$ cat config.mk
export PLATFORM = sky130hd
export DESIGN_NAME = branch_predictor
export DESIGN_NICKNAME = d
export VERILOG_FILES = /design/src/rtl/branch_predictor_pkg.sv /design/src/rtl/branch_predictor_sat_counter2.sv /design/src/rtl/branch_predictor.sv
export SDC_FILE = /design/constraint.sdc
export NUM_CORES = 2
export LEC_CHECK = 0
export ABC_CLOCK_PERIOD_IN_PS = 4300
export CORE_MARGIN = 2
export CORE_UTILIZATION = 55
export DETAILED_ROUTE_END_ITERATION = 10
export PLACE_DENSITY = 0.77
export RECOVER_POWER = 25
export SLEW_MARGIN = 20
export SYNTH_ARGS = -nofsm -noshare
export SYNTH_HDL_FRONTEND = slang
export SYNTH_SLANG_ARGS = --single-unit
$ cat constraint.sdc
create_clock -name clk -period 4.3 [get_ports clk]
set_clock_uncertainty 0.2 [all_clocks]
set_input_delay 0.43 -clock clk [delete_from_list [all_inputs] [get_ports clk]]
set_output_delay 0.43 -clock clk [all_outputs]
set_load 0.005 [all_outputs]
$ cat src/rtl/branch_predictor_pkg.sv
// Shared encodings for the fetch-side branch predictor.
// Counter states, branch opcode and a saturating helper.
package branch_predictor_pkg;

    localparam logic [1:0] SNT = 2'b00;
    localparam logic [1:0] WNT = 2'b01;
    localparam logic [1:0] WT  = 2'b10;
    localparam logic [1:0] ST  = 2'b11;

    localparam logic [6:0] OP_BRANCH = 7'b1100011;

    function automatic logic [31:0] sat_inc32(
        input logic [31:0] v,
        input logic        en
    );
        if (en && (v != 32'hFFFF_FFFF)) begin
            return v + 32'd1;
        end
        return v;
    endfunction

endpackage

$ cat src/rtl/branch_predictor_sat_counter2.sv
// 2-bit saturating counter next-state function.
// Increments on taken, decrements otherwise, clamped at ST/SNT.
module sat_counter2
    import branch_predictor_pkg::*;
(
    input  logic [1:0] ctr,
    input  logic       taken,
    output logic [1:0] nxt
);

    // saturating step in the direction of the outcome
    always_comb begin
        nxt = ctr;
        if (taken) begin
            if (ctr != ST) nxt = ctr + 2'd1;
        end else begin
            if (ctr != SNT) nxt = ctr - 2'd1;
        end
    end

endmodule

$ cat src/rtl/branch_predictor.sv
// Direct-mapped BTB with 2-bit counters: IF lookup, EX training,
// mispredict flush/redirect and performance counters.
module branch_predictor
    import branch_predictor_pkg::*;
#(
    parameter int IDX_BITS = 4,
    parameter int TAG_BITS = 26
) (
    input  logic        clk,
    input  logic        rst_n,
    input  logic [31:0] if_pc,
    output logic        pred_taken,
    output logic [31:0] pred_target,
    input  logic        ex_valid,
    input  logic [31:0] ex_pc,
    input  logic        ex_pred_taken,
    input  logic [31:0] ex_pred_target,
    input  logic        ex_taken,
    input  logic [31:0] ex_target,
    output logic        flush,
    output logic [31:0] redirect_pc,
    output logic [31:0] br_count,
    output logic [31:0] mis_count
);

    localparam int N = 1 << IDX_BITS;

    logic                valid_q  [N];
    logic                valid_d  [N];
    logic [TAG_BITS-1:0] tag_q    [N];
    logic [TAG_BITS-1:0] tag_d    [N];
    logic [31:0]         target_q [N];
    logic [31:0]         target_d [N];
    logic [1:0]          ctr_q    [N];
    logic [1:0]          ctr_d    [N];

    logic [31:0] br_q, br_d;
    logic [31:0] mis_q, mis_d;

    logic [IDX_BITS-1:0] l_idx, u_idx;
    logic [TAG_BITS-1:0] l_tag, u_tag;
    logic                l_hit, u_hit;
    logic [1:0]          ctr_nxt;
    logic                mis;
    logic                unused_pc_lsb;

    assign unused_pc_lsb = ^{if_pc[1:0], ex_pc[1:0]};

    assign l_idx = if_pc[IDX_BITS+1:2];
    assign l_tag = if_pc[31:IDX_BITS+2];
    assign u_idx = ex_pc[IDX_BITS+1:2];
    assign u_tag = ex_pc[31:IDX_BITS+2];

    // IF lookup sees only registered contents, so no same-cycle bypass
    always_comb begin
        l_hit       = valid_q[l_idx] && (tag_q[l_idx] == l_tag);
        pred_taken  = l_hit && ctr_q[l_idx][1];
        pred_target = pred_taken ? target_q[l_idx] : 32'h0;
    end

    // EX mispredict detection and redirect, held quiet during reset
    always_comb begin
        mis = ex_valid &&
              ((ex_taken != ex_pred_taken) ||
               (ex_taken && ex_pred_taken &&
                (ex_target != ex_pred_target)));
        flush       = rst_n && mis;
        redirect_pc = 32'h0;
        if (flush) begin
            redirect_pc = ex_taken ? ex_target : ex_pc + 32'd4;
        end
    end

    sat_counter2 u_sat (
        .ctr   (ctr_q[u_idx]),
        .taken (ex_taken),
        .nxt   (ctr_nxt)
    );

    // table training: hit trains the counter, miss allocates
    always_comb begin
        valid_d  = valid_q;
        tag_d    = tag_q;
        target_d = target_q;
        ctr_d    = ctr_q;
        u_hit    = valid_q[u_idx] && (tag_q[u_idx] == u_tag);
        if (ex_valid) begin
            if (u_hit) begin
                ctr_d[u_idx] = ctr_nxt;
                if (ex_taken) target_d[u_idx] = ex_target;
            end else begin
                valid_d[u_idx]  = 1'b1;
                tag_d[u_idx]    = u_tag;
                target_d[u_idx] = ex_target;
                ctr_d[u_idx]    = ex_taken ? WT : WNT;
            end
        end
    end

    // saturating statistics
    always_comb begin
        br_d  = sat_inc32(br_q, ex_valid);
        mis_d = sat_inc32(mis_q, mis);
    end

    // state registers
    always_ff @(posedge clk or negedge rst_n) begin
        if (!rst_n) begin
            for (int i = 0; i < N; i++) begin
                valid_q[i]  <= 1'b0;
                tag_q[i]    <= '0;
                target_q[i] <= '0;
                ctr_q[i]    <= WNT;
            end
            br_q  <= '0;
            mis_q <= '0;
        end else begin
            valid_q  <= valid_d;
            tag_q    <= tag_d;
            target_q <= target_d;
            ctr_q    <= ctr_d;
            br_q     <= br_d;
            mis_q    <= mis_d;
        end
    end

    assign br_count  = br_q;
    assign mis_count = mis_q;

endmodule

* Word-level counts from Yosys, hierarchy flattened
Cells that the tools add are included.
** Word-level totals
- Bits of input ports :: 133
- Register bits after elaboration :: 1040
- Bits in latches :: 0
- Memories :: 0
- RAM bits :: 0
- ROM bits :: 0
- Output and inout port bits :: 130
** Cells by class
- Reductions and logical operators :: 14
- Order comparisons :: 3
- Muxes and demuxes :: 47
- Bitwise logic cells :: 4
- Multiply operators :: 0
- Add/subtract/negate cells :: 5
- Eq/ne operators :: 8
- Shift-type cells :: 0
- Div/mod/pow operators :: 0
** Operators by type and width (number)
- 512-bit two-way mux :: 2
- 512-bit bitwise mux :: 1
- 416-bit bitwise mux :: 1
- 32-bit two-way mux :: 9
- 26-bit binary-select mux with 4-bit select :: 2
- 26-bit two-way mux :: 5
- 32-bit binary-select mux with 4-bit select :: 1
- 32-bit demux with 4-bit select :: 1
- 26-bit demux with 4-bit select :: 1
- 32-bit by 1-bit adder with 32-bit output (second input constant) :: 2
- 32-bit bitwise mux :: 2
- 32-bit inequality test (second input constant) :: 2
- 26-bit equality test :: 2
- 32-bit by 3-bit adder with 32-bit output (second input constant) :: 1
- 32-bit inequality test :: 1
- 2-bit two-way mux :: 9
- 2-bit binary-select mux with 4-bit select :: 2
- 16-bit OR :: 1
- 5-bit >= comparator (second input constant) :: 2
- 1-bit logical AND :: 10
- 4-bit inverter with 5-bit output :: 2
- 1-bit binary-select mux with 4-bit select :: 2
- 2-bit demux with 4-bit select :: 1
- 1-bit two-way mux :: 7
- other kinds (10) :: 12

* Depth between registers and ports, before layout
- Word-level depth :: 9
- Mapped depth :: 17
- Depth with buffers taken out :: 9

* Hierarchy
From an unflattened synthesis, not the netlist that was laid out.
** Unflattened totals
- Cell total of the unflattened synthesis :: 3765
- Area, all modules :: 53807.9 µm²
** By module, submodules not included
- branch_predictor :: area an instance 53781.6 µm², times used 1, sequential area each 26045.0 µm², cells each 3762
- sat_counter2 :: area an instance 26.3 µm², times used 1, sequential area each 0.0 µm², cells each 3

* Least setup slack after synthesis
Ideal clock, no wire load.
- Path kind :: input to output
- From :: input port if_pc[2]
- To :: output port pred_target[11]
- Arrival time :: 3.626 ns
- Cell stages on the path :: 9
- Required time :: 3.670 ns
- Setup slack :: 0.044 ns
- Cell sequence :: clkbuf_1 > buf_2 > buf_2 > clkbuf_1 > buf_2 > buf_1 > mux4_2 > mux4_2 > nor2b_1
** Between the ends
- Word-level cells in the longest chain between the ends :: 8
** RTL lines
- start: declaration :: RTL line branch_predictor.sv:11 : input logic [31:0] if_pc,
- 4-bit inverter with 5-bit output (implied by the code) (*) :: RTL line branch_predictor.sv:56, branch_predictor.sv:57, branch_predictor.sv:58
- 26-bit binary-select mux with 4-bit select :: RTL line branch_predictor.sv:56 : l_hit = valid_q[l_idx] && (tag_q[l_idx] == l_tag);
- 26-bit two-way mux (implied by the code) (2 in series) :: RTL line branch_predictor.sv:56
- 26-bit equality test :: RTL line branch_predictor.sv:56
- 1-bit logical AND :: RTL line branch_predictor.sv:56
- 1-bit logical AND :: RTL line branch_predictor.sv:57 : pred_taken = l_hit && ctr_q[l_idx][1];
- 32-bit two-way mux (*) :: RTL line branch_predictor.sv:58 : pred_target = pred_taken ? target_q[l_idx] : 32'h0;
- end: declaration :: RTL line branch_predictor.sv:13 : output logic [31:0] pred_target,
Every way passes the cells marked *; elsewhere a longest branch is shown, timed or not. The select of a mux whose other input is x is not followed.

* Worst setup path in the final report
- From :: register tag_q[288] (netlist bit)
- To :: output port pred_target[24]
** Between the ends
- Word-level cells in the longest chain between the ends :: 7
** RTL lines
- start: declaration :: RTL line branch_predictor.sv:30 : logic [TAG_BITS-1:0] tag_q [N];
- start signal: assignment :: RTL line branch_predictor.sv:119 : tag_q <= tag_d;
- 26-bit binary-select mux with 4-bit select :: RTL line branch_predictor.sv:56
- 26-bit two-way mux (implied by the code) (2 in series) :: RTL line branch_predictor.sv:56
- 26-bit equality test :: RTL line branch_predictor.sv:56
- 1-bit logical AND :: RTL line branch_predictor.sv:56
- 1-bit logical AND :: RTL line branch_predictor.sv:57
- 32-bit two-way mux :: RTL line branch_predictor.sv:58
No other way between the ends. The select of a mux whose other input is x is not followed.

==> flow_metrics.tcl <==
set metrics [dict create \
    vias 36530 \
    track_usage_pct 32.52 \
    holdWs_ns 0.2643 \
    cts_max_level 3 \
    overflow 0 \
    clock-sinks 1040 \
    min_period_ns 4.561 \
    die_area_mm2 0.1035 \
    start_util_pct 55.44 \
    met2_usage_pct 49.57 \
    grtUsageMet3_pct 7.023 \
    grt.busiest_layer "met2" \
    path_delay_family "multiplexers" \
    synth_top_area_share_pct 46.16 \
    max_slew_margin_pct -48.23 \
    ys_ff_latch 1040 \
    setup_slack_ns -0.2605 \
    sw_frac_of_total_pct 27.61 \
    violations "max-capacitance violations, max-slew violations, negative setup slack" \
    synth_edf_count 0 \
    pwr-share-seq_pct 43.6 \
    synthTopCellsByCount "dfrtp_1, mux2_2, mux2_4" \
    drt-total-wl_um 167500 \
    netlist_area_mm2 0.05552 \
    grt_pass1_wl_um 251000 \
    fin_crit_sh_pct 106.1 \
    crit_arrival_ns 3.93 \
    min_path_type "register to register" \
    ys_top_cells_by_area "dfrtp_1, mux4_2, mux2_4" \
    status "complete, but fails checks" \
    portBuffers 260 \
    cp_max_fo 8 \
    p_per_area_mw_per_mm2 470.9 \
    antenna_found_initial 5 \
    cp-start-kind "register" \
    clkTransAtPathRegs_ns 0.06 \
    antenna_cells 0 \
    seqCellArea_mm2 0.02605 \
    p_switching_mw 8.615 \
    path_class "register to output pin" \
    syn_nets 3889 \
    routedWlPerCell_um 30.06 \
    p_total_mw 31.21 \
    path_cells "mux4_2 -> mux4_2 -> xnor2_2 -> buf_4 -> nand4_1 -> nor3_2 -> nand4_1 -> clkbuf_16 -> buf_16 -> nor2b_2 -> clkdlybuf4s15_2" \
    synth_most_common_cell "dfrtp_1" \
    multi_input_area_mm2 0.02767 \
    ys_seq_area_share_pct 46.91 \
    avgSynthCellArea_um2 14.81 \
    finalHoldViolations 0 \
    area_growth_pct 19.36 \
    dp_hpwl_um 110600 \
    yosysTopAreaCell "dfrtp_1" \
    p_int_mw 22.59 \
    cts_root_buf "clkbuf_16" \
    fmax_ghz 0.2193 \
    first_pass_iters 7 \
    core_region_area_mm2 0.1001 \
    fillers 6813 \
    synth_ff_type "dfrtp_1" \
    synthArstFlopShare_pct 100.0 \
    cts_tree "done" \
    grt.met1_usage_pct 46.63 \
    final_cells 5573 \
    slowest_stage "mux4_2" \
    setup_viol 33 \
    grt_pass1_vias 37430 \
    worst_pin_slew_ns 2.223 \
    drive_gt1_share_pct 47.25 \
    rows 116 \
    rsz0062_at_grt "yes" \
    cp_num_buf_inv 4 \
    cts_max_path_buffers 3 \
    viasPerCell 6.555 \
    dieWidth_um 321.7 \
    synth_cell_types 71 \
    grt_max_degree 183 \
    crit_required_ns 3.67 \
    cp-end-kind "output pin" \
    ys_warn_count 0 \
    drc 0 \
    power_leakage_nw 28.30 \
    max_stage_delay_ns 0.51 \
    vdd_drop_max_v 0.0003665 \
    dp_cells 5353 \
    io_pins 263 \
    nets 4318 \
    clock_latency_ns 0.73 \
    drv_slew 153 \
    die_h_um 321.7 \
    clkPwrFrac_pct 32.6 \
    numCtsBuffers 110 \
    gp_congestion 0.9592 \
    max_cap_violations 3 \
    pwr-share-comb_pct 23.8 \
    drtAntennaViolNets 0 \
    netlist_instances 3749 \
    dr.first_iter.drc_count 4159 \
]
==> registers in the layout, summed over array words and instances, names as in the netlist <==
| register | cells |
|---|---|
| mis_count | 32 |
| tag_q | 416 |
| target_q | 512 |
| valid_q | 16 |
| br_count | 32 |
| ctr_q | 32 |
==> tightest hold or removal path, delay by kind of cell (launching register included) <==
| kind | cells | cell delay (ns) |
|---|---|---|
| flops | 1 | 0.37 |
| compound gates | 1 | 0.05 |
| simple gates | 1 | 0.04 |
==> routing by layer <==
layer	routed length, µm	vias to the layer above
met4	6680	10
li1	-	14860
met5	57	-
met2	76790	2000
met1	67940	19300
met3	16070	364
==> cell usage in the layout (no fill, tap or decap), types with 9 or more instances in the layout <==
cell	n
a22oi_1	10
buf_2	27
o21ai_0	91
o211ai_1	23
clkbuf_1	30
clkbuf_16	111
and3_1	19
mux4_2	384
mux2i_1	93
buf_6	10
or3_1	9
mux2_2	454
nor2_1	88
clkdlybuf4s50_1	216
inv_1	20
dfstp_2	16
clkinv_2	26
nor2_4	12
nand3_1	79
buf_4	289
mux2_4	450
buf_12	107
bufinv_16	14
o22ai_1	14
nand2_1	99
nand4_1	32
nor2b_1	26
nor4_1	13
xnor2_1	129
o211a_1	16
dfrtp_1	1024
o21a_4	15
o21ai_1	10
clkbuf_8	20
or2_2	13
a21oi_1	53
clkbuf_2	10
nand2b_1	10
xor2_1	35
nor3_1	28
==> final cells by class <==
| cell class | count | share of cell area (%) |
|---|---|---|
| clock inverters | 54 | 1.174 |
| inverters | 26 | 0.1510 |
| flip-flops and latches | 1040 | 39.30 |
| repair buffers | 673 | 10.46 |
| well taps | 1298 | 2.451 |
| clock buffers | 155 | 4.696 |
| multi-input cells | 2327 | 41.76 |
==> metrics by stage <==
step	util, %	setup TNS [ns]	area, µm²	setup WS [ns]
after CTS	66.04	-5.269	66140	-0.4262
after global routing	66.17	-9.497	66270	-0.3310
after global placement	62.15	-334.10	62240	-0.4717
final	66.17	-6.797	66270	-0.2605
after floorplan	-	0	55520	0.04439
after detailed placement	62.15	-361.74	62240	-0.5185
==> path summary, 6_finish.rpt <==
path | endpoint | slack, ns | depth (start not counted) | start
worst max-delay path | pred_target[24] | -0.26 | 11 | tag_q[288]$_DFFE_PN0P_
worst max register to register | target_q[30]$_DFFE_PN0P_ | 0 | 11 | tag_q[253]$_DFFE_PN0P_
max in group asynchronous | tag_q[203]$_DFFE_PN0P_ | 0.51 | 4 | rst_n
min in group asynchronous | target_q[41]$_DFFE_PN0P_ | 1.22 | 3 | rst_n
worst min-delay path | ctr_q[30]$_DFFE_PN1P_ | 0.26 | 2 | ctr_q[30]$_DFFE_PN1P_
worst min register to register | ctr_q[30]$_DFFE_PN1P_ | 0.26 | 2 | ctr_q[30]$_DFFE_PN1P_
==> cell families after synthesis <==
| logic type | share of synthesized area (%) |
|---|---|
| multiplexers | 38.81 |
| AND/OR/NAND/NOR | 4.284 |
| buffers and inverters | 3.694 |
| flip-flops | 46.91 |
| adder cells (fa/ha/maj) | 0.1578 |
| XOR/XNOR | 2.666 |
| AO/OA/AOI/OAI | 3.473 |
==> power groups by stage <==
stage          registers (mW)  logic (mW)  clock network (mW)
6_report                 13.6        7.44                10.2
2_1_floorplan            13.1        5.24                   0
3_3_place_gp             13.5        7.09                   0
4_1_cts                  13.5        7.38                10.3
3_5_place_dp             13.6        7.31                   0
5_1_grt                  13.8        7.85                10.7
==> what timing repair did <==
item,in CTS,in global routing
cloned,0,2
endpoints found under the hold margin,236,0
pin swaps,1,8
setup endpoints to repair,162,637
hold buffers,2,0
setup buffers,0,8
resized for setup,96,62
Note: power is estimated with default switching activity, not from simulation.
